## config.mk

```make
export PLATFORM = sky130hd
export DESIGN_NAME = keypad_entry
export DESIGN_NICKNAME = d
export VERILOG_FILES = /design/src/rtl/Tipos.sv /design/src/rtl/keypad_scan.sv /design/src/rtl/keypad_entry.sv
export SDC_FILE = /design/constraint.sdc
export NUM_CORES = 1
export LEC_CHECK = 0
export BUFFER_PORTS_ARGS = -buffer_cell sky130_fd_sc_hd__buf_4
export CORE_MARGIN = 5
export CORE_UTILIZATION = 30
export CTS_CLUSTER_DIAMETER = 100
export DETAILED_ROUTE_END_ITERATION = 12
export PLACE_DENSITY_LB_ADDON = 0.12
export SKIP_LAST_GASP = 1
export SLEW_MARGIN = 20
export SYNTH_ARGS = -nofsm -noshare
export SYNTH_HDL_FRONTEND = slang
export SYNTH_HIERARCHICAL = 1
export SYNTH_SLANG_ARGS = --single-unit
```

## constraint.sdc

```tcl
create_clock -name clk -period 1.8 [get_ports clk]
set_input_delay 0.27 -clock clk [delete_from_list [all_inputs] [get_ports clk]]
set_output_delay 0.27 -clock clk [all_outputs]
set_load 0.02 [all_outputs]
```

## src/rtl/Tipos.sv

```systemverilog
// Shared types and constants for the keypad entry block: key codes, BCD display glyphs,
// the display packet type, the scan FSM state type and keypad decode helpers.
package Tipos;

  localparam logic [3:0] KEY_CLEAR   = 4'hE;
  localparam logic [3:0] KEY_CONFIRM = 4'hF;
  localparam logic [3:0] BCD_BLANK   = 4'hB;
  localparam logic [3:0] BCD_DASH    = 4'hA;

  typedef struct packed {
    logic [3:0] bcd5;
    logic [3:0] bcd4;
    logic [3:0] bcd3;
    logic [3:0] bcd2;
    logic [3:0] bcd1;
    logic [3:0] bcd0;
  } bcdPac_t;

  typedef enum logic [2:0] {
    SCAN,
    DEB_PRESS,
    EMIT,
    WAIT_REL,
    DEB_REL
  } scan_state_e;

  // Column 3 has no key; callers must filter it before using the code.
  function automatic logic [3:0] key_map(input logic [1:0] r, input logic [1:0] c);
    logic [3:0] code;
    code = 4'h0;
    unique case ({r, c})
      4'b00_00: code = 4'd1;
      4'b00_01: code = 4'd2;
      4'b00_10: code = 4'd3;
      4'b01_00: code = 4'd4;
      4'b01_01: code = 4'd5;
      4'b01_10: code = 4'd6;
      4'b10_00: code = 4'd7;
      4'b10_01: code = 4'd8;
      4'b10_10: code = 4'd9;
      4'b11_00: code = KEY_CLEAR;
      4'b11_01: code = 4'd0;
      4'b11_10: code = KEY_CONFIRM;
      default:  code = 4'h0;
    endcase
    return code;
  endfunction

  function automatic logic [1:0] lowest_low(input logic [3:0] col);
    logic [1:0] idx;
    if (!col[0]) begin
      idx = 2'd0;
    end else if (!col[1]) begin
      idx = 2'd1;
    end else if (!col[2]) begin
      idx = 2'd2;
    end else begin
      idx = 2'd3;
    end
    return idx;
  endfunction

endpackage

```

## src/rtl/keypad_scan.sv

```systemverilog
// Row scanner and press/release debounce FSM for a 4x4 active-low matrix keypad.
// Emits a one-cycle key_valid with the decoded key_code per debounced press.
module keypad_scan
  import Tipos::*;
#(
  parameter int unsigned SCAN_CYCLES     = 1000,
  parameter int unsigned DEBOUNCE_CYCLES = 20000
) (
  input  logic       clk,
  input  logic       rst,
  input  logic [3:0] col,
  output logic [3:0] row,
  output logic       key_valid,
  output logic [3:0] key_code
);

  localparam int unsigned CNT_MAX = (SCAN_CYCLES > DEBOUNCE_CYCLES) ? SCAN_CYCLES
                                                                    : DEBOUNCE_CYCLES;
  localparam int unsigned CNT_W   = $clog2(CNT_MAX + 1);
  localparam logic [CNT_W-1:0] SCAN_LAST = CNT_W'(SCAN_CYCLES - 1);
  localparam logic [CNT_W-1:0] DEB_LAST  = CNT_W'(DEBOUNCE_CYCLES - 1);

  scan_state_e      state;
  logic [CNT_W-1:0] cnt;
  logic [1:0]       row_idx;
  logic [1:0]       col_idx;

  always_ff @(posedge clk or posedge rst) begin
    if (rst) begin
      state     <= SCAN;
      cnt       <= '0;
      row       <= 4'b1110;
      row_idx   <= 2'd0;
      col_idx   <= 2'd0;
      key_valid <= 1'b0;
      key_code  <= 4'h0;
    end else begin
      key_valid <= 1'b0;
      unique case (state)
        SCAN: begin
          if (col != 4'hF) begin
            col_idx <= lowest_low(col);
            cnt     <= '0;
            state   <= DEB_PRESS;
          end else if (cnt == SCAN_LAST) begin
            cnt     <= '0;
            row_idx <= row_idx + 2'd1;
            row     <= {row[2:0], row[3]};
          end else begin
            cnt <= cnt + 1'b1;
          end
        end
        DEB_PRESS: begin
          if (col[col_idx]) begin
            cnt   <= '0;
            state <= SCAN;
          end else if (cnt == DEB_LAST) begin
            cnt   <= '0;
            state <= EMIT;
            // key_valid is registered so it is high exactly during EMIT
            if (col_idx != 2'd3) begin
              key_valid <= 1'b1;
              key_code  <= key_map(row_idx, col_idx);
            end
          end else begin
            cnt <= cnt + 1'b1;
          end
        end
        EMIT: begin
          state <= WAIT_REL;
        end
        WAIT_REL: begin
          if (col == 4'hF) begin
            cnt   <= '0;
            state <= DEB_REL;
          end
        end
        DEB_REL: begin
          if (col != 4'hF) begin
            state <= WAIT_REL;
          end else if (cnt == DEB_LAST) begin
            cnt     <= '0;
            row     <= 4'b1110;
            row_idx <= 2'd0;
            state   <= SCAN;
          end else begin
            cnt <= cnt + 1'b1;
          end
        end
        default: state <= SCAN;
      endcase
    end
  end

endmodule

```

## src/rtl/keypad_entry.sv

```systemverilog
// Keypad code entry: six-digit shift buffer fed by keypad_scan, with clear ('*') and
// confirm ('#'). Define KEYPAD_MASK_EN to show all occupied digits but BCD0 as dashes.
module keypad_entry
  import Tipos::*;
#(
  parameter int unsigned SCAN_CYCLES     = 1000,
  parameter int unsigned DEBOUNCE_CYCLES = 20000
) (
  input  logic       clk,
  input  logic       rst,
  input  logic [3:0] col,
  output logic [3:0] row,
  output logic       key_valid,
  output logic [3:0] key_code,
  output bcdPac_t    bcd_packet,
  output logic       enable_o,
  output logic       code_valid,
  output logic [2:0] code_len
);

  localparam logic [23:0] ALL_BLANK = {6{BCD_BLANK}};

  logic [23:0] buf_q, buf_d;
  logic [2:0]  len_q, len_d;
  logic        en_q;
  logic [23:0] disp;

  keypad_scan #(
    .SCAN_CYCLES     (SCAN_CYCLES),
    .DEBOUNCE_CYCLES (DEBOUNCE_CYCLES)
  ) u_scan (
    .clk       (clk),
    .rst       (rst),
    .col       (col),
    .row       (row),
    .key_valid (key_valid),
    .key_code  (key_code)
  );

  always_comb begin
    buf_d = buf_q;
    len_d = len_q;
    if (key_valid) begin
      if (key_code <= 4'd9) begin
        if (len_q < 3'd6) begin
          buf_d = {buf_q[19:0], key_code};
          len_d = len_q + 3'd1;
        end
      end else if (key_code == KEY_CLEAR ||
                   (key_code == KEY_CONFIRM && len_q != 3'd0)) begin
        buf_d = ALL_BLANK;
        len_d = 3'd0;
      end
    end
  end

  always_ff @(posedge clk or posedge rst) begin
    if (rst) begin
      buf_q <= ALL_BLANK;
      len_q <= 3'd0;
      en_q  <= 1'b0;
    end else begin
      buf_q <= buf_d;
      len_q <= len_d;
      en_q  <= (buf_d != buf_q);
    end
  end

  always_comb begin
    disp = buf_q;
`ifdef KEYPAD_MASK_EN
    for (int i = 1; i < 6; i++) begin
      if (3'(i) < len_q) begin
        disp[4*i +: 4] = BCD_DASH;
      end
    end
`endif
  end

  assign bcd_packet = bcdPac_t'(disp);
  assign enable_o   = en_q;
  assign code_len   = len_q;
  // Uses the pre-clear length so it fires in the EMIT cycle itself
  assign code_valid = key_valid && (key_code == KEY_CONFIRM) && (len_q != 3'd0);

endmodule

```

Word level (Yosys, flattened, before mapping)
Memories as Yosys holds them, arrays and structs flattened. A register that Yosys moved wholly into a read port is not among the register bits.
Index checks and enable logic that the tools add are counted.
{ "totals": {"register_bits": 55, "rom_bits": 64, "out_inout_bits": 38, "wordCells": 93, "n_memories": 1} }
{ "classes": {"addsub": 3, "n_lt_le_gt_ge": 3, "n_eq_ne": 21, "muxes": 40, "bitwise_logic": 1, "reduce_logical": 15} }
{ "mem_list": {"columns": ["name", "words", "word_bits", "read_ports", "rd_clocked_by_memory_dff", "write_ports", "line", "rtl"], "rows": [
  ["(name not given)", 16, 4, 1, 1, 0, "Tipos.sv:31", "unique case ({r, c})"]
]} }
{ "ops": {"columns": ["operator", "count"], "rows": [
  ["24-bit two-way mux", 4],
  ["15-bit two-way mux", 6],
  ["15-bit case mux with 4 select lines", 1],
  ["3-bit two-way mux", 9],
  ["24-bit != test", 1],
  ["4-bit two-way mux", 4],
  ["15-bit by 1-bit adder with 15-bit output (second input constant)", 1],
  ["15-bit by 10-bit == test with 1-bit output (second input constant)", 1],
  ["15-bit == test (second input constant)", 1],
  ["3-bit case mux with 5 select lines", 1],
  ["4-bit == test (second input constant)", 3],
  ["2-bit two-way mux", 6],
  ["2-bit by 1-bit != test with 1-bit output (second input constant)", 5],
  ["4-bit case mux with 2 select lines", 1],
  ["4-bit AND reduction", 2],
  ["3-bit by 2-bit == test with 1-bit output (second input constant)", 2],
  ["1-bit two-way mux", 6],
  ["2-bit != test (second input constant)", 3],
  ["3-bit by 1-bit != test with 1-bit output (second input constant)", 2],
  ["3-bit AND reduction", 2],
  ["5-bit AND reduction", 1],
  ["4-bit less-or-equal comparator (second input constant)", 1],
  ["4-bit != test (second input constant)", 1],
  ["2-bit case mux with 2 select lines", 1],
  ["other kinds (15)", 18]
]} }

Logic depth before layout (Yosys ltp)
Gate-level depths: netlist of run 1.
{ "logic_depth": {"ltp_word": 7, "depth_mapped": 9} }

Hierarchy
Netlist of run 1, hierarchy kept.
{ "modules_own_cells": {"columns": ["module", "instances", "cells_each", "area_each_um2", "seq_area_each_um2"], "rows": [
  ["keypad_scan", 1, 201, 1925.6, 779.5],
  ["keypad_entry", 1, 200, 1619.1, 723.2]
]} }

Worst setup path after synthesis of run 1
OpenSTA, ideal clock, no wires.
{ "synth_path": {"path_kind": "reg2reg", "startpoint": "register len_q[1] (netlist: code_len[1])", "endpoint": "register en_q (netlist: enable_o)", "setup_time_ns": 0.139, "arrival_time_ns": 1.994, "slack_ns": -0.332, "path_stages_with_launch": 10, "path_buffers": 1, "period_less_slack_ns": 2.132, "cell_sequence": "dfrtp_1 > inv_1 > ha_1 > nor2b_1 > a21o_1 > buf_2 > o21ai_1 > a22oi_2 > nand4_1 > or4b_1"} }
{ "synth_via": {"elab_chain_len": 7} }
{ "synth_rtl": {"columns": ["element", "line", "rtl"], "rows": [
  ["start: declaration", "keypad_entry.sv:24", "logic [2:0] len_q, len_d;"],
  ["start signal: assignment", "keypad_entry.sv:64", "len_q <= len_d;"],
  ["branches (longest 4 deep; another with 3-bit less-than comparator)", null, null],
  ["24-bit two-way mux (*)", "keypad_entry.sv:44", "if (key_code <= 4'd9) begin"],
  ["24-bit two-way mux (*)", "keypad_entry.sv:43", "if (key_valid) begin"],
  ["24-bit != test (*)", "keypad_entry.sv:65", "en_q <= (buf_d != buf_q);"],
  ["end signal: assignment", "keypad_entry.sv:65", null],
  ["end: declaration", "keypad_entry.sv:25", "logic en_q;"]
]} }
Every way passes the cells marked *.
A chain may end at the register's enable or synchronous reset.

Final worst setup path of run 1
{ "layout_path": {"startpoint": "register buf_q[12] (netlist: bcd_packet[12])", "endpoint": "register en_q (netlist: enable_o)"} }
{ "layout_via": {"elab_chain_len": 4} }
{ "layout_rtl": {"columns": ["element", "line", "rtl"], "rows": [
  ["start: declaration", "keypad_entry.sv:23", "logic [23:0] buf_q, buf_d;"],
  ["start signal: assignment", "keypad_entry.sv:63", "buf_q <= buf_d;"],
  ["24-bit two-way mux (on tied branches)", "keypad_entry.sv:49, keypad_entry.sv:45", null],
  ["24-bit two-way mux", "keypad_entry.sv:44", null],
  ["24-bit two-way mux", "keypad_entry.sv:43", null],
  ["24-bit != test (*)", "keypad_entry.sv:65", null]
]} }
Mark *: on every way between the ends. The rest lies on a longest branch, timed or not.

==> impl_metrics.env, run 1 <==
export IMPL_skew_ns=0.0106
export IMPL_max_cap_violations=0
export IMPL_comb_power_share=0.253
export IMPL_final_cell_area_um2=5400
export IMPL_vias=3514
export IMPL_htreeDepth=3
export IMPL_grt_use_total=0.157
export IMPL_critPathTopFamily="simple AND/OR/NAND/NOR gates"
export IMPL_relSlewSlack=0.694
export IMPL_synth_compound_area_frac=0.184
export IMPL_fillers=1143
export IMPL_rsz0062_at_grt="yes"
export IMPL_pwr_share_clk=0.384
export IMPL_yosysWarnings=6
export IMPL_syn_area_um2=3540
export IMPL_grt_first_pass_wirelength_mm=17.9
export IMPL_synth_top_family_by_area="simple AND/OR/NAND/NOR gates"
export IMPL_first_global_vias=3555
export IMPL_slew_viol_final=0
export IMPL_yosysSeqAreaShare=0.424
export IMPL_drt_wirelength_per_cell_um=15.3
export IMPL_finalHoldViolCount=0
export IMPL_power_density_nw_per_um2=748
export IMPL_status="complete, but fails checks"
export IMPL_place_detailed_hpwl_mm=8.01
export IMPL_fin_crit_ns=1.99
export IMPL_clkLatencyLatePin_ns=0.34
export IMPL_worst_pin_slew_ns=0.455
export IMPL_io_pins=44
export IMPL_numCtsBuffers=9
export IMPL_antennaDiodeCount=0
export IMPL_wirelength_mm=10.8
export IMPL_first_pass_iters=4
export IMPL_r2r_setup_slack_ns=-0.19
export IMPL_synth_adder_area_share=0.0247
export IMPL_start_util=0.308
export IMPL_synthCells=401
export IMPL_worst_setup_path_start_kind="register"
export IMPL_synth_xor_area_share=0.0222
export IMPL_nets=570
export IMPL_gp_congestion=0.808
export IMPL_avgSynthCellArea_um2=8.84
export IMPL_synth_flop_cell="dfrtp_1"
export IMPL_critical_path_most_common_cell="nand4_1"
export IMPL_timing_hold_ws_ns=0.00565
export IMPL_cp_end_kind="register"
export IMPL_yosysTopAreaCellShare=0.268
export IMPL_internal_power_mw=2.80
export IMPL_crit_buf_inv=1
export IMPL_clockBufferDepth=2
export IMPL_max_stage_delay_ns=0.54
export IMPL_area_growth_pct=52.3
export IMPL_die_h_um=119
export IMPL_fin_crit_sh=1.11
export IMPL_vdd_drop_max_mv=0.625
export IMPL_synthMuxAreaShare=0.0395
export IMPL_ys_types=61
export IMPL_drt_iter0_markers=216
export IMPL_post_place_ws_ns=-0.339
export IMPL_synth_simple_area_share=0.262
export IMPL_yosys_top_cells_area="dfrtp_1 (27%), dfstp_2 (16%), nand2_1 (7.2%), o21ai_0 (4.0%), a21oi_1 (3.5%)"
export IMPL_syn_num_nets=414
export IMPL_core_area_um2=11500
export IMPL_grt_max_degree=32
export IMPL_setup_ws_ns=-0.194
export IMPL_hp_class="input port to asynchronous set/reset pin"
export IMPL_r2r_start="bcd_packet[12]"
export IMPL_yosysTopAreaCell="dfrtp_1"
export IMPL_grt_antenna_before_repair=0
export IMPL_worstReg2RegEnd="enable_o"
export IMPL_synth_edf_count=0
export IMPL_path_max_fanout=2
export IMPL_chipWidth_um=119
export IMPL_critPathSlowestCell="dfstp_2"
export IMPL_ys_async_sr_fraction=1.00
export IMPL_drc=0
export IMPL_ys_ff_latch=59
export IMPL_critPathKind="register to register"
export IMPL_cts_root_buffer_cell="clkbuf_16"
export IMPL_power_share_sequential=0.362
export IMPL_final_antenna_net_count=0
export IMPL_cp_required_ns=2.01
export IMPL_clock_sinks=59
export IMPL_tritoncts="done"
export IMPL_p_leak_nw=2.51
export IMPL_portBuffers=43
export IMPL_swShare=0.308
export IMPL_max_freq_mhz=502
export IMPL_path_cells="inv_2 > a222oi_1 > nand4_1 > a21oi_2 > nand4_1 > or4b_1"
export IMPL_setup_viol=26
export IMPL_placed_area_um2=4840
export IMPL_drive_above_1_share=0.470
export IMPL_clk_pin_slew_ns=0.05
export IMPL_die_area_um2=14100
export IMPL_overflow=0
export IMPL_cts_hold_buf=0
export IMPL_r2r_cells=6
export IMPL_detail_route_vias_per_cell=4.98
export IMPL_crit_arrival_ns=2.20
export IMPL_p_switching_mw=1.24
export IMPL_rows=39
export IMPL_violations="negative setup slack"
## cells in the final DEF (no fill, tap or decap), types with 11 or more instances in the layout
master,Yosys,layout
dfstp_2,21,21
nand3_1,16,14
inv_1,18,14
buf_4,2,156
nor2_1,29,26
o211ai_1,11,11
a21oi_1,25,23
o21ai_0,28,19
nand2_1,68,67
dfrtp_1,38,35
## tightest hold or removal path: stages
cell and delay (ns):
buf_4 0.11, inv_1 0.04, buf_4 0.33
## kinds of logic after synthesis
group                    after synthesis
AND/OR/NAND/NOR                      175
AO/OA/AOI/OAI                        102
flip-flops                            59
buffers and inverters                 38
multiplexers                          11
XOR/XNOR                               9
adder cells (fa/ha/maj)                7
## final cells by class
| cell class | instances | area (um2) | area share |
|---|---|---|---|
| Sequential cell | 59 | 1510 | 0.279 |
| Tap cell | 143 | 179 | 0.0331 |
| Clock buffer | 10 | 229 | 0.0424 |
| Clock inverter | 6 | 32.5 | 0.00603 |
| Inverter | 19 | 71.3 | 0.0132 |
| Multi-Input combinational cell | 304 | 2120 | 0.393 |
| Timing Repair Buffer | 164 | 1260 | 0.234 |
## sequential cells by signal (all words and copies together) (netlist names), 2 cells and up
register         flops
u_scan/row           4
u_scan/state         3
u_scan/col_idx       2
u_scan/row_idx       2
bcd_packet          24
u_scan/key_code      4
code_len             3
u_scan/cnt          15
## power by group through the flow
stage	registers, mW	logic [mW]	clock network (mW)
2_1_floorplan	1.46	0.574	0
3_3_place_gp	1.48	0.858	0
3_5_place_dp	1.48	0.869	0
4_1_cts	1.46	0.974	1.59
5_1_grt	1.47	1.12	1.66
6_report	1.46	1.02	1.55
## Yosys cell counts (4+ instances only)
cell	instances
mux2i_1	5
o2111ai_1	4
nor3_2	5
buf_1	5
nor3_1	5
nand2_1	68
dfrtp_1	38
nand4_1	7
dfstp_2	21
a22oi_1	4
o31ai_1	4
clkbuf_1	6
ha_1	7
nor4_1	7
o211ai_1	11
nor2_1	29
nor2b_1	8
nand3_1	16
buf_2	6
xor2_1	9
o21ai_0	28
inv_1	18
nor3b_1	4
a21oi_1	25
## how the worst max path moves through the flow
stage                   startpoint              to  slack (ns)  depth (start not counted)
global placement       code_len[0]        enable_o       -0.25                          8
detailed placement     code_len[0]        enable_o       -0.34                          8
floorplan              code_len[1]        enable_o       -0.17                          9
CTS                 bcd_packet[12]        enable_o       -0.19                          6
global route         u_scan/cnt[0]  u_scan/cnt[12]       -0.28                          8
finish              bcd_packet[12]        enable_o       -0.19                          6
## repair_timing
| item | CTS | global route |
|---|---|---|
| resized for setup | 36 | 16 |
| pin swaps | 21 | 16 |
| endpoints found under the setup margin | 30 | 30 |
| buffers inserted | 4 | 7 |
## per-stage QoR
stage | instances | utilization | total power [mW] | setup TNS [ns]
2_1_floorplan | 401 | - | 2.03 | -1.32
3_3_place_gp | 678 | 0.420 | 2.34 | -2.46
3_5_place_dp | 678 | 0.420 | 2.35 | -3.18
4_1_cts | 698 | 0.458 | 4.02 | -3.54
5_1_grt | 705 | 0.469 | 4.26 | -6.26
6_report | 705 | 0.469 | 4.04 | -3.66
## per-layer routing
layer / vias up / wire, um / GRT usage
met5: - / 0 / 0
met4: 0 / 283 / 0.0760
met3: 20 / 331 / 0.0310
met2: 62 / 5320 / 0.268
met1: 1684 / 4860 / 0.190
li1: 1748 / - / -
(Power assumes the default switching activity.)
==> inputs of run 2 (changes only) <==
Settings changed: CORE_MARGIN 5 to 2.
==> run 2 against run 1 <==
The run still ends with negative setup slack left. Setup slack worse by 0.011 ns. Total power is 3.9% higher. Worst hold slack better by 0.0058 ns. Clock skew is 0.0025 ns lower. Die area is 9.9% lower. Sequential share of layout area is 0.46 points higher. Combinational power is 13% higher. Sequential power hardly changed. Core utilization is 0.56 points lower. Cell area is 1.6% lower. First-iteration DRC count is 4.6% lower.
==> impl_metrics.env, run 2 (synthesis gave the netlist of run 1 again) <==
export IMPL_clock_sinks=59
export IMPL_place_detailed_hpwl_mm=7.82
export IMPL_worst_pin_slew_ns=0.504
export IMPL_clk_pin_slew_ns=0.05
export IMPL_skew_ns=0.00804
export IMPL_grt_use_total=0.175
export IMPL_final_cell_area_um2=5310
export IMPL_io_pins=44
export IMPL_vdd_drop_max_mv=0.631
export IMPL_detail_route_vias_per_cell=5.02
export IMPL_drt_wirelength_per_cell_um=15.1
export IMPL_grt_antenna_before_repair=0
export IMPL_instances_no_fill=694
export IMPL_area_growth_pct=49.8
export IMPL_setup_ws_ns=-0.204
export IMPL_clockBufferDepth=2
export IMPL_slew_viol_final=0
export IMPL_setup_viol=26
export IMPL_timing_hold_ws_ns=0.0114
export IMPL_drt_iter0_markers=206
export IMPL_finalHoldViolCount=0
export IMPL_clkLatencyLatePin_ns=0.34
export IMPL_final_antenna_net_count=0
export IMPL_p_switching_mw=1.22
export IMPL_max_freq_mhz=499
export IMPL_wirelength_mm=10.5
export IMPL_portBuffers=43
export IMPL_gp_congestion=0.834
export IMPL_rows=39
export IMPL_htreeDepth=3
export IMPL_cp_end_kind="register"
export IMPL_place_inst=676
export IMPL_tritoncts="done"
export IMPL_worst_setup_path_start_kind="register"
export IMPL_cp_required_ns=2.01
export IMPL_largest_reg_flops=24
export IMPL_power_share_sequential=0.345
export IMPL_pwr_share_clk=0.380
export IMPL_chipWidth_um=113
export IMPL_swShare=0.291
export IMPL_fin_crit_ns=2.00
export IMPL_nets=559
export IMPL_status="complete, but fails checks"
export IMPL_final_cell_mix="buf_4 (142), nand2_1 (67), dfrtp_1 (35)"
export IMPL_fin_crit_sh=1.11
export IMPL_p_leak_nw=2.44
export IMPL_first_global_vias=3464
export IMPL_comb_power_share=0.275
export IMPL_core_area_um2=11500
export IMPL_drc=0
export IMPL_antennaDiodeCount=0
export IMPL_relSlewSlack=0.662
export IMPL_mostFrequentLayoutCell="buf_4"
export IMPL_path_max_fanout=6
export IMPL_power_density_nw_per_um2=791
export IMPL_crit_arrival_ns=2.21
export IMPL_grt_max_degree=32
export IMPL_critPathKind="register to register"
export IMPL_start_util=0.309
export IMPL_grt_first_pass_wirelength_mm=17.6
export IMPL_cts_root_buffer_cell="clkbuf_16"
export IMPL_vias=3481
export IMPL_rsz0062_at_grt="yes"
export IMPL_internal_power_mw=2.98
export IMPL_overflow=0
export IMPL_placed_area_um2=4830
export IMPL_die_h_um=113
export IMPL_max_cap_violations=0
export IMPL_first_pass_iters=4
export IMPL_drive_above_1_share=0.461
export IMPL_violations="negative setup slack"
export IMPL_power_mw=4.20
export IMPL_hp_class="input port to asynchronous set/reset pin"
export IMPL_numCtsBuffers=9
export IMPL_die_area_um2=12700
run 2: cell count changes in the layout (fill, tap and decap cells not counted), moves of 2 or more:
| cell | change |
|---|---|
| clkbuf_8 | +2 |
| o21ai_1 | +3 |
| o21ai_2 | -2 |
| clkinv_2 | -3 |
| clkbuf_1 | +2 |
| buf_4 | -14 |
| nor4_2 | +3 |
| nor2_2 | +5 |
| nor4_4 | -2 |
| buf_6 | +2 |
| nor2_1 | -4 |
run 2: routing by layer:
metal	up-vias	GRT usage	wire, um
met3	15	0.0407	341
met2	47	0.288	5140
met1	1690	0.222	4810
met5	-	0	0
met4	0	0.0691	207
li1	1729	-	-
run 2: layout make-up:
type / instances / area, um2
flip-flops and latches: 59 / 1510
multi-input cells: 304 / 2080
clock inverters: 2 / 10.0
inverters: 19 / 71.3
clock buffers: 14 / 264
repair buffers: 153 / 1200
well taps: 143 / 179
fillers: 1109 / 6160
run 2: path summary, 6_finish.rpt:
check	startpoint	end	slack, ns	cells past startpoint
worst max-delay path	u_scan/cnt[3]	u_scan/cnt[12]	-0.20	7
min in group clk	col[2]	u_scan/col_idx[0]	0.30	3
worst max register to register	u_scan/cnt[3]	u_scan/cnt[12]	-0.20	7
worst min register to register	u_scan/row[1]	u_scan/row[1]	0.48	2
worst min-delay path	rst	bcd_packet[6]	0.01	3
max in group asynchronous	rst	u_scan/row[3]	1.42	3
run 2: repair_timing:
action	4_1_cts	5_1_grt
hold endpoints to repair	0	0
hold buffers	0	0
cloned	0	0
pin swaps	16	12
setup buffers	2	1
resized for setup	32	20
setup endpoints to repair	29	46
run 2: power by group through the flow:
stage / registers, mW / clock network, mW / logic, mW
2_1_floorplan: 1.46 / 0 / 0.574
3_3_place_gp: 1.47 / 0 / 0.974
3_5_place_dp: 1.46 / 0 / 0.987
4_1_cts: 1.45 / 1.64 / 1.09
5_1_grt: 1.45 / 1.72 / 1.26
6_report: 1.45 / 1.60 / 1.15
run 2: through the flow:
step	setup slack [ns]	TNS [ns]	util
after floorplan	-0.168	-1.32	-
after global placement	-0.205	-3.61	0.421
after detailed placement	-0.258	-3.56	0.421
after CTS	-0.191	-3.79	0.456
after global routing	-0.287	-5.78	0.463
final	-0.204	-3.23	0.463
run 2: critical path: stages (launching register included):
cell	delay, ns
dfrtp_1	0.39
or4bb_4	0.56
nor4_4	0.37
nor3_2	0.09
nor3_2	0.14
buf_6	0.17
buf_12	0.12
a21oi_2	0.03
